===== src/rtl/pipe_stage_reg_if.sv =====
// Handshake bundle for one inter-stage pipeline register: upstream beat,
// downstream beat, flush, and the bubble statistics counter.
interface pipe_stage_reg_if #(
   parameter int DATA_W = 32,
   parameter int NUM_CH = 4,
   parameter int CNT_W  = 16
);
   logic                       in_valid;
   logic                       in_ready;
   logic [NUM_CH*DATA_W-1:0]   in_data;
   logic                       in_ctrl;
   logic                       flush;
   logic                       out_valid;
   logic                       out_ready;
   logic [NUM_CH*DATA_W-1:0]   out_data;
   logic                       out_ctrl;
   logic                       cnt_clr;
   logic [CNT_W-1:0]           bubble_cnt;

   // Environment side: produces upstream beats and downstream backpressure.
   modport master (
      output in_valid, in_data, in_ctrl, flush, out_ready, cnt_clr,
      input  in_ready, out_valid, out_data, out_ctrl, bubble_cnt
   );

   // Pipeline register side.
   modport slave (
      input  in_valid, in_data, in_ctrl, flush, out_ready, cnt_clr,
      output in_ready, out_valid, out_data, out_ctrl, bubble_cnt
   );
endinterface


===== src/rtl/pipe_stage_reg.sv =====
// Inter-stage pipeline register with a 2-entry skid buffer (main entry M
// drives the outputs, skid entry S absorbs one beat while M is stalled),
// synchronous flush to all-zero bubbles and a saturating bubble counter.
// in_ready depends only on rst, flush and the registered S occupancy, so
// there is no combinational path from out_ready back to in_ready.
module pipe_stage_reg #(
   parameter int DATA_W = 32,
   parameter int NUM_CH = 4,
   parameter int CNT_W  = 16
) (
   input logic               clk,
   input logic               rst,
   pipe_stage_reg_if.slave   bus
);

   localparam int W = NUM_CH * DATA_W;

   // Saturating increment: sticks at all-ones instead of wrapping.
   function automatic logic [CNT_W-1:0] sat_inc(input logic [CNT_W-1:0] v);
      if (&v) begin
         return v;
      end
      return v + CNT_W'(1);
   endfunction

   logic             m_valid_q, m_valid_d;
   logic [W-1:0]     m_data_q,  m_data_d;
   logic             m_ctrl_q,  m_ctrl_d;
   logic             s_valid_q, s_valid_d;
   logic [W-1:0]     s_data_q,  s_data_d;
   logic             s_ctrl_q,  s_ctrl_d;
   logic [CNT_W-1:0] cnt_q,     cnt_d;

   logic in_ready;
   logic accept;
   logic fire;

   // A full skid entry or a flush blocks new beats; reset forces not-ready.
   assign in_ready = rst & ~s_valid_q & ~bus.flush;
   assign accept   = bus.in_valid & in_ready;
   assign fire     = m_valid_q & bus.out_ready;

   // Next-state for M and S: S always drains into M before new input does.
   always_comb begin
      m_valid_d = m_valid_q;
      m_data_d  = m_data_q;
      m_ctrl_d  = m_ctrl_q;
      s_valid_d = s_valid_q;
      s_data_d  = s_data_q;
      s_ctrl_d  = s_ctrl_q;
      if (bus.flush) begin
         // Redirect: every held beat becomes a zero bubble.
         m_valid_d = 1'b0;
         m_data_d  = '0;
         m_ctrl_d  = 1'b0;
         s_valid_d = 1'b0;
         s_data_d  = '0;
         s_ctrl_d  = 1'b0;
      end else if (!m_valid_q || fire) begin
         if (s_valid_q) begin
            // in_ready was low, so nothing new arrives this edge.
            m_valid_d = 1'b1;
            m_data_d  = s_data_q;
            m_ctrl_d  = s_ctrl_q;
            s_valid_d = 1'b0;
            s_data_d  = '0;
            s_ctrl_d  = 1'b0;
         end else if (accept) begin
            m_valid_d = 1'b1;
            m_data_d  = bus.in_data;
            m_ctrl_d  = bus.in_ctrl;
         end else begin
            m_valid_d = 1'b0;
            m_data_d  = '0;
            m_ctrl_d  = 1'b0;
         end
      end else if (accept) begin
         // M is stalled; the beat parks in S (which is empty, since accepted).
         s_valid_d = 1'b1;
         s_data_d  = bus.in_data;
         s_ctrl_d  = bus.in_ctrl;
      end
   end

   // Bubble counter: a cycle where downstream could take a beat but none is held.
   always_comb begin
      cnt_d = cnt_q;
      if (bus.cnt_clr) begin
         cnt_d = '0;
      end else if (bus.out_ready && !m_valid_q) begin
         cnt_d = sat_inc(cnt_q);
      end
   end

   // State registers; asynchronous reset drops every beat and the count.
   always_ff @(posedge clk or negedge rst) begin
      if (!rst) begin
         m_valid_q <= 1'b0;
         m_data_q  <= '0;
         m_ctrl_q  <= 1'b0;
         s_valid_q <= 1'b0;
         s_data_q  <= '0;
         s_ctrl_q  <= 1'b0;
         cnt_q     <= '0;
      end else begin
         m_valid_q <= m_valid_d;
         m_data_q  <= m_data_d;
         m_ctrl_q  <= m_ctrl_d;
         s_valid_q <= s_valid_d;
         s_data_q  <= s_data_d;
         s_ctrl_q  <= s_ctrl_d;
         cnt_q     <= cnt_d;
      end
   end

   assign bus.in_ready   = in_ready;
   assign bus.out_valid  = m_valid_q;
   assign bus.out_data   = m_data_q;
   assign bus.out_ctrl   = m_ctrl_q;
   assign bus.bubble_cnt = cnt_q;

endmodule


===== src/flat_wrapper.sv =====
// flat-port wrapper written by rule: the top's interface ports become plain ports
module pipe_stage_reg_flat 
#(
   parameter int DATA_W = 32,
   parameter int NUM_CH = 4,
   parameter int CNT_W  = 16
)
  (clk, rst, bus_in_valid, bus_in_data, bus_in_ctrl, bus_flush, bus_out_ready, bus_cnt_clr, bus_in_ready, bus_out_valid, bus_out_data, bus_out_ctrl, bus_bubble_cnt);
  pipe_stage_reg_if #(.DATA_W(DATA_W), .NUM_CH(NUM_CH), .CNT_W(CNT_W)) bus_i ();
  input logic clk;
  input logic rst;
  input wire logic [$bits(bus_i.in_valid)-1:0] bus_in_valid;
  input wire logic [$bits(bus_i.in_data)-1:0] bus_in_data;
  input wire logic [$bits(bus_i.in_ctrl)-1:0] bus_in_ctrl;
  input wire logic [$bits(bus_i.flush)-1:0] bus_flush;
  input wire logic [$bits(bus_i.out_ready)-1:0] bus_out_ready;
  input wire logic [$bits(bus_i.cnt_clr)-1:0] bus_cnt_clr;
  output wire logic [$bits(bus_i.in_ready)-1:0] bus_in_ready;
  output wire logic [$bits(bus_i.out_valid)-1:0] bus_out_valid;
  output wire logic [$bits(bus_i.out_data)-1:0] bus_out_data;
  output wire logic [$bits(bus_i.out_ctrl)-1:0] bus_out_ctrl;
  output wire logic [$bits(bus_i.bubble_cnt)-1:0] bus_bubble_cnt;
  assign bus_i.in_valid = bus_in_valid;
  assign bus_i.in_data = bus_in_data;
  assign bus_i.in_ctrl = bus_in_ctrl;
  assign bus_i.flush = bus_flush;
  assign bus_i.out_ready = bus_out_ready;
  assign bus_i.cnt_clr = bus_cnt_clr;
  assign bus_in_ready = bus_i.in_ready;
  assign bus_out_valid = bus_i.out_valid;
  assign bus_out_data = bus_i.out_data;
  assign bus_out_ctrl = bus_i.out_ctrl;
  assign bus_bubble_cnt = bus_i.bubble_cnt;
  pipe_stage_reg #(.DATA_W(DATA_W), .NUM_CH(NUM_CH), .CNT_W(CNT_W)) u_core (.clk(clk), .rst(rst), .bus(bus_i));
endmodule

===== config.mk =====
export PLATFORM = sky130hd
export DESIGN_NAME = pipe_stage_reg_flat
export DESIGN_NICKNAME = d
export VERILOG_FILES = /design/src/rtl/pipe_stage_reg_if.sv /design/src/rtl/pipe_stage_reg.sv /design/src/flat_wrapper.sv
export SDC_FILE = /design/constraint.sdc
export NUM_CORES = 1
export LEC_CHECK = 0
export CAP_MARGIN = 15
export CORE_MARGIN = 2
export CORE_UTILIZATION = 50
export DETAILED_ROUTE_END_ITERATION = 16
export GPL_TIMING_DRIVEN = 0
export HOLD_SLACK_MARGIN = 0.06
export PLACE_DENSITY = 0.78
export SLEW_MARGIN = 20
export SYNTH_ARGS = -nofsm -noshare
export SYNTH_HDL_FRONTEND = slang
export SYNTH_SLANG_ARGS = --single-unit

===== constraint.sdc =====
create_clock -name clk -period 3.69 [get_ports clk]
set_input_delay 0.738 -clock clk [delete_from_list [all_inputs] [get_ports clk]]
set_output_delay 0.738 -clock clk [all_outputs]
set_load 0.005 [all_outputs]

==> impl_metrics.xml <==
<?xml version="1.0" encoding="UTF-8"?>
<metrics>
  <group name="status">
    <metric name="run_status" unit="">finished, final reports clean</metric>
  </group>
  <group name="die">
    <metric name="die_w" unit="µm">154.1</metric>
    <metric name="placementRows" unit="">54</metric>
    <metric name="fp.dieArea" unit="µm²">23760</metric>
    <metric name="i_o_pin_cnt" unit="">282</metric>
    <metric name="initial_utilization" unit="%">51.33</metric>
    <metric name="fp.dieH" unit="µm">154.1</metric>
    <metric name="placeableCoreArea" unit="µm²">21960</metric>
  </group>
  <group name="place">
    <metric name="dp_hpwl" unit="µm">22120</metric>
    <metric name="placed_cells_incl_taps" unit="">1550</metric>
    <metric name="routabilityCongestion" unit="">0.8289</metric>
    <metric name="numPortBuffers" unit="">281</metric>
  </group>
  <group name="cts">
    <metric name="ctsHtreeMaxLevel" unit="">1</metric>
    <metric name="numCtsBuffers" unit="">29</metric>
    <metric name="root_buffer" unit="">sky130_fd_sc_hd__clkbuf_16</metric>
    <metric name="clock_tree.buffer_depth" unit="">3</metric>
    <metric name="post_cts_resize_count" unit="">0</metric>
    <metric name="post-cts-setup-buffer-count" unit="">0</metric>
    <metric name="path_clk_slew" unit="ns">0.06</metric>
    <metric name="tritoncts" unit="">done</metric>
    <metric name="cts.hold.buffers_added" unit="">0</metric>
    <metric name="cts.sink_count" unit="">276</metric>
    <metric name="clk_latency" unit="ns">0.53</metric>
  </group>
  <group name="global_route">
    <metric name="grt_first_pass_wirelength" unit="µm">51970</metric>
    <metric name="grt_usage" unit="%">27.35</metric>
    <metric name="globalRoute.totalOverflow" unit="">0</metric>
    <metric name="grt_max_degree" unit="">99</metric>
    <metric name="antenna_found_initial" unit="">2</metric>
    <metric name="first_global_vias" unit="">9501</metric>
  </group>
  <group name="route">
    <metric name="routed_wirelength" unit="µm">32800</metric>
    <metric name="vias_per_cell" unit="">6.112</metric>
    <metric name="drt_iter0_markers" unit="">947</metric>
    <metric name="initial_drt_pass_iterations" unit="">5</metric>
    <metric name="routedWlPerCell" unit="µm">20.43</metric>
    <metric name="drt_drc_violations_left" unit="">0</metric>
    <metric name="via_count" unit="">9810</metric>
    <metric name="route.antenna.remaining_nets" unit="">0</metric>
  </group>
  <group name="yosys">
    <metric name="post_synth_instance_area" unit="µm²">11270</metric>
    <metric name="yosysUniqueCellTypes" unit="">35</metric>
    <metric name="yosys_warnings" unit="">0</metric>
    <metric name="synth_edf_count" unit="">0</metric>
    <metric name="async_reset_ff_share" unit="%">100.0</metric>
    <metric name="synth_flop_type" unit="">sky130_fd_sc_hd__dfrtp_1</metric>
    <metric name="synth.ff_latch_count" unit="">276</metric>
    <metric name="synthesis.instances" unit="">987</metric>
    <metric name="avgSynthCellArea" unit="µm²">11.42</metric>
    <metric name="syn_nets" unit="">1123</metric>
    <metric name="seq_total_area_yosys" unit="%">61.27</metric>
  </group>
  <group name="setup_path">
    <metric name="worstSetupStartpointType" unit="">input port</metric>
    <metric name="timing.critical_path.fanout_max" unit="">98</metric>
    <metric name="worst-endpoint-required" unit="ns">2.95</metric>
    <metric name="reg2regPathDepth" unit="">7</metric>
    <metric name="timing.critical_path.depth" unit="">4</metric>
    <metric name="critical_setup_path_kind" unit="">in2out</metric>
    <metric name="crit_chain" unit="">buf_8 -&gt; buf_16 -&gt; nor3b_1 -&gt; clkdlybuf4s50_1</metric>
    <metric name="critPathArrivalTime" unit="ns">2.60</metric>
    <metric name="timing.critical_path.buf_inv" unit="">3</metric>
    <metric name="timing.critical_path.slowest_cell_delay" unit="ns">0.59</metric>
    <metric name="critPathCaptureType" unit="">output port</metric>
    <metric name="critical_path.slowest_cell" unit="">sky130_fd_sc_hd__clkdlybuf4s50_1</metric>
    <metric name="critical_path.top_delay_family" unit="">buffers and inverters</metric>
  </group>
  <group name="final_layout">
    <metric name="final_common_cell" unit="">sky130_fd_sc_hd__clkdlybuf4s50_1</metric>
    <metric name="fillCellCount" unit="">1661</metric>
    <metric name="drive_above_1_share" unit="%">5.669</metric>
    <metric name="design.final.nets" unit="">1437</metric>
    <metric name="mostFrequentLayoutCells" unit="">sky130_fd_sc_hd__clkdlybuf4s50_1, sky130_fd_sc_hd__dfrtp_1, sky130_fd_sc_hd__nand2_1, sky130_fd_sc_hd__o21ai_0</metric>
    <metric name="syn_to_final_growth" unit="%">37.77</metric>
    <metric name="finish.cell_count_without_fillers" unit="">1605</metric>
  </group>
  <group name="sta">
    <metric name="worstMarginPinSlew" unit="ns">0.9352</metric>
    <metric name="final_worst_hold_slack" unit="ns">0.1798</metric>
    <metric name="setup_viol_count_final" unit="">0</metric>
    <metric name="fin_worst_skew" unit="ns">0.008962</metric>
    <metric name="maxSlewViolCount" unit="">0</metric>
    <metric name="fin_tns_setup" unit="ns">0</metric>
    <metric name="fmaxAchievable" unit="MHz">299.8</metric>
    <metric name="rsz0062_at_grt" unit="">no</metric>
    <metric name="timing.final.crit_period" unit="ns">3.335</metric>
    <metric name="final-hold-violation-count" unit="">0</metric>
    <metric name="min_period_over_period" unit="%">90.38</metric>
    <metric name="max-slew-margin-rel" unit="%">37.65</metric>
  </group>
  <group name="pwr">
    <metric name="power.static_leakage" unit="µW">0.006324</metric>
    <metric name="ir_drop" unit="mV">0.4460</metric>
    <metric name="cellPowerDensity" unit="nW/µm²">430.7</metric>
  </group>
  <group name="run">
    <metric name="timing.max_cap.violations" unit="">0</metric>
  </group>
  <group name="hold_path">
    <metric name="min-delay-path-class" unit="">in2async</metric>
  </group>
</metrics>
==> report_power, final <==
group          switching, µW  total, µW  internal [µW]
clock network           1210       3120           1910
registers               19.2       3080           3060
logic                    270        494            224
total                   1500       6690           5190
==> sequential cells by signal, indices dropped and copies added (netlist names) <==
| register | cells |
|---|---|
| u_core.s_data_q | 128 |
| u_core.s_valid_q | 1 |
| u_core.bus.bubble_cnt | 16 |
| u_core.bus.out_data | 128 |
| u_core.s_ctrl_q | 1 |
| u_core.bus.out_valid | 1 |
| u_core.bus.out_ctrl | 1 |
==> path summary, 6_finish.rpt <==
path                                    startpoint                         to  slack, ns
hold reg to reg            u_core.bus.out_data[89]    u_core.bus.out_data[89]       0.47
setup reg to reg              u_core.bus.out_valid        u_core.s_data_q[61]       1.30
setup / recovery                               rst               bus_in_ready       0.35
max in group asynchronous                      rst    u_core.bus.out_data[17]       2.60
hold / removal                                 rst  u_core.bus.bubble_cnt[11]       0.18
min in group clk           u_core.bus.out_data[89]    u_core.bus.out_data[89]       0.47
==> cell families (layout without fill, tap and decap cells) <==
group                    Yosys count  count (layout)  synth area share (%)
AO/OA/AOI/OAI                    408             408                 26.98
adder cells (fa/ha/maj)            1               1                0.1110
buffers and inverters            109             445                 3.852
flip-flops                       276             276                 61.27
multiplexers                       6               6                0.5883
other                              0               2                     0
AND/OR/NAND/NOR                  187             187                 7.193
==> metrics by stage <==
step                      utilization (%)  cell area [µm²]  power (µW)  setup WS [ns]
after floorplan                         -            11270        3263          1.517
after global placement              65.74            14440        3614         -9.933
after detailed placement            66.01            14500        3622        0.04565
after CTS                           70.70            15520        6725         0.2445
after global routing                70.72            15530        6900         0.1513
final                               70.72            15530        6689         0.3549
==> routing by layer <==
metal	track usage, %	up-vias	share of wire (%)
li1	-	4415	-
met1	37.82	4943	41
met2	43.52	385	48
met3	5.496	67	6.9
met4	9.435	0	3.5
met5	0	-	0
==> cells in the mapped netlist, types with 2 or more instances <==
cell                         n  area [µm²]
sky130_fd_sc_hd__buf_1       3       11.26
sky130_fd_sc_hd__nand2b_1    3       18.77
sky130_fd_sc_hd__inv_1       3       11.26
sky130_fd_sc_hd__a32o_1    129        1291
sky130_fd_sc_hd__o31ai_1     5       37.54
sky130_fd_sc_hd__nor2b_1     5       31.28
sky130_fd_sc_hd__nand4_1     4       25.02
sky130_fd_sc_hd__clkbuf_1   83       311.6
sky130_fd_sc_hd__nor4_1      4       25.02
sky130_fd_sc_hd__nor2_1     11       41.29
sky130_fd_sc_hd__or3_1       4       25.02
sky130_fd_sc_hd__o31a_1      2       17.52
sky130_fd_sc_hd__or4_1       5       37.54
sky130_fd_sc_hd__nor4b_1     3       26.28
sky130_fd_sc_hd__nand2_1   135       506.7
sky130_fd_sc_hd__dfrtp_1   276        6907
sky130_fd_sc_hd__nor3_1      2       10.01
sky130_fd_sc_hd__buf_2      19       95.09
sky130_fd_sc_hd__mux2_1      4       45.04
sky130_fd_sc_hd__o21ai_0   132       660.6
sky130_fd_sc_hd__a21oi_1     7       35.03
sky130_fd_sc_hd__nor3b_1     2       15.01
sky130_fd_sc_hd__nand3_1     6       30.03
sky130_fd_sc_hd__a22oi_1   129       968.4
==> layout make-up <==
cell class,instances,area (µm²),share of cell area [%]
Tap cell,280,350.3,2.256
Timing Repair Buffer,283,2873,18.50
Clock buffer,38,819.5,5.277
Sequential cell,276,6907,44.47
Clock inverter,15,210.2,1.354
Antenna cell,2,5.005,0.03223
Inverter,3,11.26,0.07251
Buffer,106,422.9,2.723
Multi-Input combinational cell,602,3931,25.31
Power figures use the tool's default switching activity.
